==> src/rtl/clk_gen_pkg.sv <==
// -----------------------------------------------------------------------------
// clk_gen_pkg
// Shared types and helpers for the programmable clock generator.
//   state_t   : generator state (IDLE, RUN, DRAIN), 2 bits
//   MIN_DIV   : smallest legal divisor
//   sanitise  : clamps a requested (div, high) pair so the output always toggles
// The helper works on SAN_W-bit values; callers zero-extend their CNT_W-bit
// fields into it and truncate the result back (CNT_W must not exceed SAN_W).
// -----------------------------------------------------------------------------
package clk_gen_pkg;

   typedef enum logic [1:0] {
      IDLE  = 2'd0,
      RUN   = 2'd1,
      DRAIN = 2'd2
   } state_t;

   localparam int MIN_DIV = 2;
   localparam int SAN_W   = 32;

   typedef struct packed {
      logic [SAN_W-1:0] div;
      logic [SAN_W-1:0] high;
   } cfg_pair_t;

   // The high-time clamp uses the already-clamped divisor.
   function automatic cfg_pair_t sanitise(input logic [SAN_W-1:0] div,
                                          input logic [SAN_W-1:0] high);
      cfg_pair_t r;
      r.div  = (div < SAN_W'(MIN_DIV)) ? SAN_W'(MIN_DIV) : div;
      r.high = (high == '0) ? SAN_W'(1) : high;
      if (r.high >= r.div) begin
         r.high = r.div - SAN_W'(1);
      end
      return r;
   endfunction

endpackage

==> src/rtl/clk_gen_cfg_shadow.sv <==
// -----------------------------------------------------------------------------
// clk_gen_cfg_shadow
// Configuration port of the clock generator: valid/ready handshake, sanitising
// of the offered values, and a one-deep shadow register that is released to the
// active settings only when the top asserts 'apply' (a period boundary or IDLE).
// Ports:
//   clk_source, rst       : clock, asynchronous active-high reset
//   cfg_div, cfg_high     : requested period / high time
//   cfg_valid, cfg_ready  : handshake; ready is low while a shadow is pending
//   apply                 : top indicates the active regs may be updated now
//   load                  : shadow is being copied to active on this edge
//   shadow_div/high       : sanitised captured values
// -----------------------------------------------------------------------------
module clk_gen_cfg_shadow
   import clk_gen_pkg::*;
#(
   parameter int CNT_W = 16
) (
   input  logic             clk_source,
   input  logic             rst,
   input  logic [CNT_W-1:0] cfg_div,
   input  logic [CNT_W-1:0] cfg_high,
   input  logic             cfg_valid,
   output logic             cfg_ready,
   input  logic             apply,
   output logic             load,
   output logic [CNT_W-1:0] shadow_div,
   output logic [CNT_W-1:0] shadow_high
);

   logic      pending;
   logic      accept;
   cfg_pair_t san;

   assign san       = sanitise(SAN_W'(cfg_div), SAN_W'(cfg_high));
   assign cfg_ready = !pending;
   assign accept    = cfg_valid && cfg_ready;
   // accept needs !pending and load needs pending, so a value captured on a
   // boundary edge is never released on that same edge.
   assign load      = apply && pending;

   always_ff @(posedge clk_source or posedge rst) begin
      if (rst) begin
         pending     <= 1'b0;
         shadow_div  <= '0;
         shadow_high <= '0;
      end else if (accept) begin
         pending     <= 1'b1;
         shadow_div  <= CNT_W'(san.div);
         shadow_high <= CNT_W'(san.high);
      end else if (load) begin
         pending     <= 1'b0;
      end
   end

endmodule

==> src/rtl/clk_gen_prog.sv <==
// -----------------------------------------------------------------------------
// clk_gen_prog
// Runtime-programmable clock generator: divides clk_source by div_a (>= 2) with
// clk_out high for the first high_a cycles of each period. Enable/disable is
// glitch-free (a stopping clock always finishes its current period) and new
// settings take effect only at period boundaries.
// Ports:
//   clk_source            : source clock, everything on its rising edge
//   rst                   : asynchronous active-high reset
//   en                    : run request (level)
//   cfg_div, cfg_high     : requested period / high time in source cycles
//   cfg_valid, cfg_ready  : configuration handshake
//   clk_out               : generated clock (registered)
//   running               : high while in RUN or DRAIN
//   period_stb            : only with CLKGEN_PERIOD_STROBE_EN defined; one-cycle
//                           pulse coincident with clk_out rising at period start
// Build option: define CLKGEN_PERIOD_STROBE_EN to add period_stb.
// -----------------------------------------------------------------------------
module clk_gen_prog
   import clk_gen_pkg::*;
#(
   parameter int CNT_W    = 16,
   parameter int DIV_RST  = 4,
   parameter int HIGH_RST = 2
) (
   input  logic             clk_source,
   input  logic             rst,
   input  logic             en,
   input  logic [CNT_W-1:0] cfg_div,
   input  logic [CNT_W-1:0] cfg_high,
   input  logic             cfg_valid,
   output logic             cfg_ready,
   output logic             clk_out,
   output logic             running
`ifdef CLKGEN_PERIOD_STROBE_EN
   ,
   output logic             period_stb
`endif
);

   state_t           state, state_next;
   logic [CNT_W-1:0] cnt, cnt_next;
   logic [CNT_W-1:0] div_a, high_a, div_next, high_next;
   logic [CNT_W-1:0] shadow_div, shadow_high;
   logic             wrap, apply, load, out_next;

   // Last cycle of the current period.
   assign wrap  = (state != IDLE) && (cnt == div_a - CNT_W'(1));
   // Active settings may change while idle or exactly at a period boundary.
   assign apply = (state == IDLE) || wrap;

   clk_gen_cfg_shadow #(
      .CNT_W (CNT_W)
   ) u_cfg (
      .clk_source  (clk_source),
      .rst         (rst),
      .cfg_div     (cfg_div),
      .cfg_high    (cfg_high),
      .cfg_valid   (cfg_valid),
      .cfg_ready   (cfg_ready),
      .apply       (apply),
      .load        (load),
      .shadow_div  (shadow_div),
      .shadow_high (shadow_high)
   );

   assign div_next  = load ? shadow_div  : div_a;
   assign high_next = load ? shadow_high : high_a;

   always_ff @(posedge clk_source or posedge rst) begin
      if (rst) begin
         state <= IDLE;
      end else begin
         state <= state_next;
      end
   end

   always_comb begin
      state_next = state;
      cnt_next   = '0;
      case (state)
         IDLE: begin
            if (en) begin
               state_next = RUN;
            end
         end
         RUN: begin
            cnt_next = wrap ? '0 : cnt + CNT_W'(1);
            if (!en) begin
               state_next = DRAIN;
            end
         end
         DRAIN: begin
            cnt_next = wrap ? '0 : cnt + CNT_W'(1);
            // A returning enable keeps the period going; otherwise stop only
            // once the final period is complete.
            if (en) begin
               state_next = RUN;
            end else if (wrap) begin
               state_next = IDLE;
            end
         end
         default: begin
            state_next = IDLE;
         end
      endcase
      // Compare against the settings that will govern the next cycle so a new
      // period starts with its own high time.
      out_next = (state_next != IDLE) && (cnt_next < high_next);
   end

   always_ff @(posedge clk_source or posedge rst) begin
      if (rst) begin
         cnt     <= '0;
         div_a   <= CNT_W'(DIV_RST);
         high_a  <= CNT_W'(HIGH_RST);
         clk_out <= 1'b0;
         running <= 1'b0;
      end else begin
         cnt     <= cnt_next;
         div_a   <= div_next;
         high_a  <= high_next;
         clk_out <= out_next;
         running <= (state_next != IDLE);
      end
   end

`ifdef CLKGEN_PERIOD_STROBE_EN
   always_ff @(posedge clk_source or posedge rst) begin
      if (rst) begin
         period_stb <= 1'b0;
      end else begin
         period_stb <= (state_next != IDLE) && (cnt_next == '0);
      end
   end
`endif

endmodule
==> config.mk <==
export PLATFORM = sky130hd
export DESIGN_NAME = clk_gen_prog
export DESIGN_NICKNAME = d
export VERILOG_FILES = /design/src/rtl/clk_gen_pkg.sv /design/src/rtl/clk_gen_cfg_shadow.sv /design/src/rtl/clk_gen_prog.sv
export SDC_FILE = /design/constraint.sdc
export NUM_CORES = 1
export LEC_CHECK = 0
export BUFFER_PORTS_ARGS = -buffer_cell sky130_fd_sc_hd__buf_2
export CAP_MARGIN = 30
export CORE_AREA = 2 2 99 101
export CTS_CLUSTER_DIAMETER = 120
export DETAILED_ROUTE_END_ITERATION = 8
export DIE_AREA = 0 0 101 103
export PLACE_DENSITY = 0.78
export SLEW_MARGIN = 15
export SYNTH_ARGS = -nofsm -noshare
export SYNTH_HDL_FRONTEND = slang
export SYNTH_HIERARCHICAL = 1
export SYNTH_SLANG_ARGS = --single-unit
==> constraint.sdc <==
create_clock -name clk_source -period 5.6 [get_ports clk_source]
set_input_delay 0.56 -clock clk_source [delete_from_list [all_inputs] [get_ports clk_source]]
set_output_delay 0.56 -clock clk_source [all_outputs]
set_load 0.005 [all_outputs]
==> qor.txt, run 1 <==
CTS Buf Count = 9
CTS max path bufs = 2
First-pass iteration count of the detailed router = 5
Fmax = 203 MHz
Status = finished clean
Fin crit period = 4.92 ns
Post-Route Setup TNS = 0 ns
Hold crit path type = primary input to async pin
Leak Pwr = 2.75 nW
Worst-Skew Late Latency = 0.35 ns
Post-detail-place hpwl = 10200 um
Final instance area = 5870 um2
Via density = 6.19
Cells after Synth = 580
Internal power = 1.57 mW
CP startpoint = div_a[0]
Maximum fanout along the worst path = 10
Slew Viols, Final = 0
Slowest CP cell = or3b_2
Routed len/inst = 18.0 um
Hold Fails Final Rpt = 0
R2R setup slack = 0.68 ns
Clk sinks = 85
Startpoint types = flip-flop
Commonest non-fill, non-tap cell in the layout = dfrtp_1
Placed Area = 5660 um2
Layout cells sized above 1 = 0.177
Starting DRC count in detailed routing = 262
Synth warnings = 6
Grt ovf = 0
CP Class = flip-flop to flip-flop
Endpoints failing setup = 0
Worst EP required = 5.88 ns
CP Capture Type = flip-flop
Largest stage delay, worst path = 0.52 ns
Setup Fix Bufs, Post-CTS = 0
Final Skew = 0.0167 ns
Vias in the first global route = 4449
Largest net degree at the start of global routing = 53
CP delay by family, top = compound AO/OA/AOI/OAI gates
Final WL = 12900 um
Most frequent cells in the layout = dfrtp_1 (83), nand2_1 (59), inv_1 (43)
Resized cells post-CTS = 0
Post-synth EDFFs = 0
# H-tree levels = 3
Die Footprint = 10400 um2
N_diodes = 0
Max-cap violations = 0
Net Sw Frac = 0.411
Tightest Pin Transition = 0.651 ns
RR Startpoint = div_a[0]
Die width = 101 um
Number of remaining DRC errors = 0
Reg2Reg Depth = 17
Distinct cell type count after synthesis = 63
Area grow syn2layout = 7.84%
IO Port Bufs = 38
VDD IR max = 223 uV
Fillers = 779
Mapped Avg Cell Area = 9.39 um2
Final #Nets = 673
CTS tree = built
# rows = 36
GPL Wtd Cong = 0.937
Sequential area share after synthesis = 0.391
Yosys reg bits = 85
Ys async rst share = 1.00
First-pass GRT wire length = 21500 um
Via count = 4441
Clock transition at path regs = 0.09 ns
Reported net switching power = 1.10 mW
GR Util All Layers = 0.268
Worst r2r dst = clk_out
Sequential Power Share = 0.407
Vert. Die Dim = 103 um
Comb power frac = 0.431
Main synth FF type = dfrtp_1
Initial antenna violation count = 0
CP Cell Sequence = inv_1, ha_1, or3b_2, o31a_1, a2bb2oi_1, a2111oi_4, nand4_2, or2b_1, and2_1, buf_4, mux2i_1, ha_1, a21o_1, a21o_1, a221oi_1, o21ai_0, nor3b_2
Ports = 39
Syn_nets = 654
Final Cycle Share = 0.879
Hold buffers post-CTS = 0
Synthesized area = 5440 um2
Antenna viol nets, final = 0
RSZ-0062 raised after global routing = false
Area of the core = 9460 um2
Starting density of the core = 0.576
Relative slew slack = 0.566
Arrival @ worst endpoint = 5.20 ns
Combined buffer and inverter count along the critical path = 2
CTS root buf = clkbuf_8
Clk pwr share = 0.163
Pwr Density = 454 nW/um2
## cell families (layout without fill, tap and decap cells)
| group | Yosys count | in the layout | synth area share |
|---|---|---|---|
| AOI/OAI and AO/OA | 105 | 105 | 0.144 |
| xor gates and xnor gates | 35 | 35 | 0.0563 |
| adders and majority gates | 38 | 38 | 0.0873 |
| buffers and inverters | 81 | 105 | 0.0607 |
| DFF | 85 | 85 | 0.391 |
| muxes | 33 | 33 | 0.0641 |
| and+or+nand+nor | 203 | 203 | 0.197 |
## cells in the mapped netlist (3+ instances only)
master | instances | area share
dfrtp_1 | 83 | 0.38
nand2_1 | 59 | 0.041
inv_1 | 44 | 0.030
nor2_1 | 41 | 0.028
ha_1 | 38 | 0.087
clkbuf_1 | 29 | 0.020
o21ai_0 | 29 | 0.027
nand4_1 | 20 | 0.023
nand3_1 | 19 | 0.017
xnor2_1 | 19 | 0.031
mux2i_1 | 18 | 0.033
xor2_1 | 16 | 0.026
mux2_2 | 15 | 0.031
a21oi_1 | 13 | 0.012
nor4_1 | 10 | 0.011
o211ai_2 | 10 | 0.023
a21o_1 | 9 | 0.012
nor3_1 | 9 | 0.0083
o211ai_1 | 7 | 0.0097
a31oi_1 | 6 | 0.0069
nand2b_1 | 6 | 0.0069
and3_1 | 5 | 0.0057
or3_1 | 5 | 0.0057
a211oi_1 | 4 | 0.0055
buf_2 | 3 | 0.0028
buf_6 | 3 | 0.0062
nor2b_1 | 3 | 0.0034
nor4b_1 | 3 | 0.0048
o2111ai_1 | 3 | 0.0048
or4_1 | 3 | 0.0041
## power by group through the flow
stage          registers [mW]  logic (mW)  clock network, mW
4_1_cts                  1.08        1.14              0.442
3_3_place_gp             1.08        1.09                  0
5_1_grt                  1.11        1.30              0.471
6_report                 1.08        1.15              0.435
2_1_floorplan           0.991       0.943                  0
3_5_place_dp             1.09        1.14                  0
## worst reg2reg max path: stages (launching register included)
cell and delay (ns):
dfrtp_1 0.44, inv_1 0.10, ha_1 0.26, or3b_2 0.52, o31a_1 0.27, a2bb2oi_1 0.18
a2111oi_4 0.39, nand4_2 0.21, or2b_1 0.22, and2_1 0.43, buf_4 0.30, mux2i_1 0.27
ha_1 0.28, a21o_1 0.18, a21o_1 0.17, a221oi_1 0.26, o21ai_0 0.16, nor3b_2 0.21
## cell type report
type | count | area (um2) | share of cell area
Clock buffer | 10 | 128 | 0.0217
Clock inverter | 6 | 68.8 | 0.0117
Inverter | 44 | 165 | 0.0281
Multi-Input combinational cell | 414 | 2990 | 0.509
Sequential cell | 85 | 2130 | 0.363
Tap cell | 114 | 143 | 0.0243
Timing Repair Buffer | 45 | 250 | 0.0426
## state kept, by name (all words and copies together) (netlist names)
name and cells:
u_cfg/shadow_div 16, u_cfg/shadow_high 16, u_cfg/pending 1, cnt 16, clk_out 1, state 2, running 1, high_a 16
div_a 16
## stage by stage
step                      utilization  setup slack, ns  hold slack [ns]  power, mW  std cells
after detailed placement        0.598            0.760            0.474       2.23        701
final                           0.621            0.677            0.295       2.67        718
after global placement          0.598            0.876            0.462       2.17        701
after CTS                       0.619            0.694            0.311       2.66        717
after floorplan                     -            0.894            0.444       1.93        580
after global routing            0.621            0.378            0.322       2.88        718
## metal layers
layer  GRT usage  vias up  part of all wire  routed length [um]
li1            -     2089                 -                   -
met1       0.337     2123              0.42                5440
met2       0.449      177              0.48                6240
met3      0.0325       52             0.050                 644
met4       0.155        0             0.046                 598
met5           0        -                 0                   0
## worst max-delay path by stage
stage	endpoint	slack, ns	cells past startpoint
after detailed placement	clk_out	0.76	17
after global placement	clk_out	0.88	17
after global routing	clk_out	0.38	17
after floorplan	clk_out	0.89	18
final	clk_out	0.68	17
after CTS	clk_out	0.69	17
(Power assumes the default switching activity.)
==> run 2: changes to the inputs <==
--- a/config.mk
+++ b/config.mk
@@ -7,11 +7,12 @@
 export LEC_CHECK = 0
 export BUFFER_PORTS_ARGS = -buffer_cell sky130_fd_sc_hd__buf_2
 export CAP_MARGIN = 30
-export CORE_AREA = 2 2 99 101
+export CORE_AREA = 2 2 103 105
 export CTS_CLUSTER_DIAMETER = 120
 export DETAILED_ROUTE_END_ITERATION = 8
-export DIE_AREA = 0 0 101 103
-export PLACE_DENSITY = 0.78
+export DIE_AREA = 0 0 105 107
+export MAX_ROUTING_LAYER = met4
+export PLACE_DENSITY = 0.75
 export SLEW_MARGIN = 15
 export SYNTH_ARGS = -nofsm -noshare
 export SYNTH_HDL_FRONTEND = slang
==> constraint.sdc (replaced) <==
create_clock -name clk_source -period 4.4 [get_ports clk_source]
set_input_delay 0.44 -clock clk_source [delete_from_list [all_inputs] [get_ports clk_source]]
set_output_delay 0.44 -clock clk_source [all_outputs]
set_load 0.005 [all_outputs]
==> run 2 against run 1 <==
Clock power grew 29%. Clock-buffer cell count rose by 1. Setup slack lost 0.43 ns. Die area grew 8.0%. Final area grew 3.8%. Global-route usage down 1.6 points. Power grew 35%. Critical path depth is 1 lower. Sequential power grew 28%. Sequential share of layout area is 1.3 points lower. Non-clock buffer count rose by 13. Largest power group unchanged.
==> qor.txt, run 2 (synthesized netlist as in run 1, its figures left out) <==
Status = finished clean
Antenna viol nets, final = 0 (unchanged)
Initial antenna violation count = 0 (unchanged)
CP Capture Type = flip-flop
GR Util All Layers = 0.252 (-0.0159)
Tightest Pin Transition = 0.688 ns (+0.0373 ns)
Via count = 4487 (+1.0%)
Startpoint types = flip-flop
Hold crit path type = primary input to async pin
Clk sinks = 85 (unchanged)
Final #Nets = 686 (+1.9%)
CTS root buf = clkbuf_8
CTS tree = built
N_diodes = 0 (unchanged)
Number of remaining DRC errors = 0 (unchanged)
RR Startpoint = div_a[4]
Grt ovf = 0 (unchanged)
IO Port Bufs = 38 (unchanged)
Largest stage delay, worst path = 0.58 ns (+0.06 ns)
# rows = 37 (+2.8%)
Arrival @ worst endpoint = 4.43 ns (-0.77 ns)
Final non-filler cell total = 753 (+4.9%)
Die width = 105 um (+4.0%)
# H-tree levels = 3 (unchanged)
CP Class = flip-flop to flip-flop
Most frequent cells in the layout = dfrtp_1 (82), nand2_1 (59), inv_1 (43)
Max-cap violations = 0 (unchanged)
Top cell by count, worst path = a21o_1
CP delay by family, top = simple AND/OR/NAND/NOR gates
Post-Route Setup TNS = 0 ns (unchanged)
Post-detail-place hpwl = 10100 um (-0.46%)
First-pass GRT wire length = 22000 um (+2.4%)
Final Skew = 0.0151 ns (-0.00161 ns)
VDD IR max = 272 uV (+22%)
Area of the core = 10100 um2 (+6.7%)
First-pass iteration count of the detailed router = 6 (+1)
Ports = 39 (unchanged)
Routed len/inst = 17.6 um (-2.0%)
Maximum fanout along the worst path = 15 (+5)
Vias in the first global route = 4543 (+2.1%)
Hold buffers post-CTS = 0 (unchanged)
Fin crit period = 4.15 ns (-0.775 ns)
Slowest CP cell = or4_4
Via density = 5.96 (-3.7%)
Combined buffer and inverter count along the critical path = 2 (unchanged)
Commonest non-fill, non-tap cell in the layout = dfrtp_1
Final Cycle Share = 0.943 (+0.0637)
Hold Fails Final Rpt = 0 (unchanged)
Fillers = 893 (+15%)
Pwr Density = 590 nW/um2 (+30%)
Final WL = 13300 um (+2.8%)
CP startpoint = div_a[4]
Area grow syn2layout = 11.9%
Starting DRC count in detailed routing = 299 (+14%)
CTS max path bufs = 2 (unchanged)
Worst-Skew Late Latency = 0.35 ns (about the same)
Relative slew slack = 0.541 (-0.0255)
Inst Count DP = 731 (+4.3%)
Largest net degree at the start of global routing = 52 (-1.9%)
Vert. Die Dim = 107 um (+3.9%)
Clock transition at path regs = 0.09 ns (about the same)
Worst EP required = 4.68 ns (-1.20 ns)
Slew Viols, Final = 0 (unchanged)
GPL Wtd Cong = 0.930 (-0.74%)
Starting density of the core = 0.539 (-0.0361)
Die Footprint = 11200 um2 (+8.0%)
Fmax = 241 MHz (+19%)
Layout cells sized above 1 = 0.206 (+0.0287)
CTS Buf Count = 9 (unchanged)
Endpoints failing setup = 0 (unchanged)
Leak Pwr = 2.84 nW (+3.3%)
CP Cell Sequence = or4_4, nor4_4, o211ai_1, a2111oi_4, nand4_2, or2b_1, and2_4, buf_12, buf_4, mux2i_1, ha_1, a21o_1, a21o_1, a211oi_1, o21ai_1, nor3b_2
==> run 2: changes by cell type in the layout (fill, tap and decap cells not counted), sizes merged <==
cell	change
clkbuf	+1
buf	+13
clkinv	-1
==> run 2: layout make-up <==
class	instances	area, um2	share of cell area
Clock inverter	5	63.8	0.0105
Inverter	44	165	0.0271
Sequential cell	85	2130	0.350
Timing Repair Buffer	58	384	0.0630
Tap cell	136	170	0.0279
Clock buffer	11	141	0.0232
Multi-Input combinational cell	414	3040	0.499
==> run 2: metrics by stage <==
stage          hold WS, ns  total power [mW]  area, um2   util  setup slack, ns
3_5_place_dp         0.471              2.90       5790  0.573            0.153
6_report             0.196              3.60       6090  0.604            0.251
5_1_grt              0.220              3.86       6090  0.604          -0.0244
4_1_cts              0.200              3.49       5990  0.594           0.0839
2_1_floorplan        0.444              2.47       5450      -           0.0323
3_3_place_gp         0.464              2.84       5740  0.569            0.190
==> run 2: worst register-to-register path: stages (launching register included) <==
cell and delay (ns):
dfrtp_2 0.46, or4_4 0.58, nor4_4 0.26, o211ai_1 0.17, a2111oi_4 0.41, nand4_2 0.14, or2b_1 0.21, and2_4 0.17
buf_12 0.15, buf_4 0.14, mux2i_1 0.25, ha_1 0.29, a21o_1 0.16, a21o_1 0.17, a211oi_1 0.25, o21ai_1 0.10
nor3b_2 0.17
==> run 2: routing by layer <==
layer,routed length (um),share of wire,up-vias,GRT usage
li1,-,-,2127,-
met1,5750,0.43,2156,0.309
met2,6520,0.49,166,0.419
met3,596,0.045,38,0.0322
met4,414,0.031,0,0.111
met5,0,0,-,-
==> run 2: repair_timing <==
action                                 in CTS  in global routing
buffers inserted                            0                  6
resized for setup                           0                 13
setup endpoints to repair                   0                  1
endpoints found under the hold margin       0                  0
==> run 2: worst paths after layout <==
path | to | slack, ns | cells after the start
max in group asynchronous | cnt[7] | 3.65 | 3
worst max register to register | clk_out | 0.25 | 16
worst min register to register | u_cfg/shadow_div[5] | 0.49 | 2
min in group clk_source | state[1] | 0.32 | 2
worst min-delay path | u_cfg/shadow_div[5] | 0.20 | 3
worst max-delay path | clk_out | 0.25 | 16
==> run 2: power breakdown <==
group,internal (mW),switching (mW)
Sequential,1.10,0.279
Clock,0.284,0.275
Combinational,0.749,0.907
Total,2.13,1.46
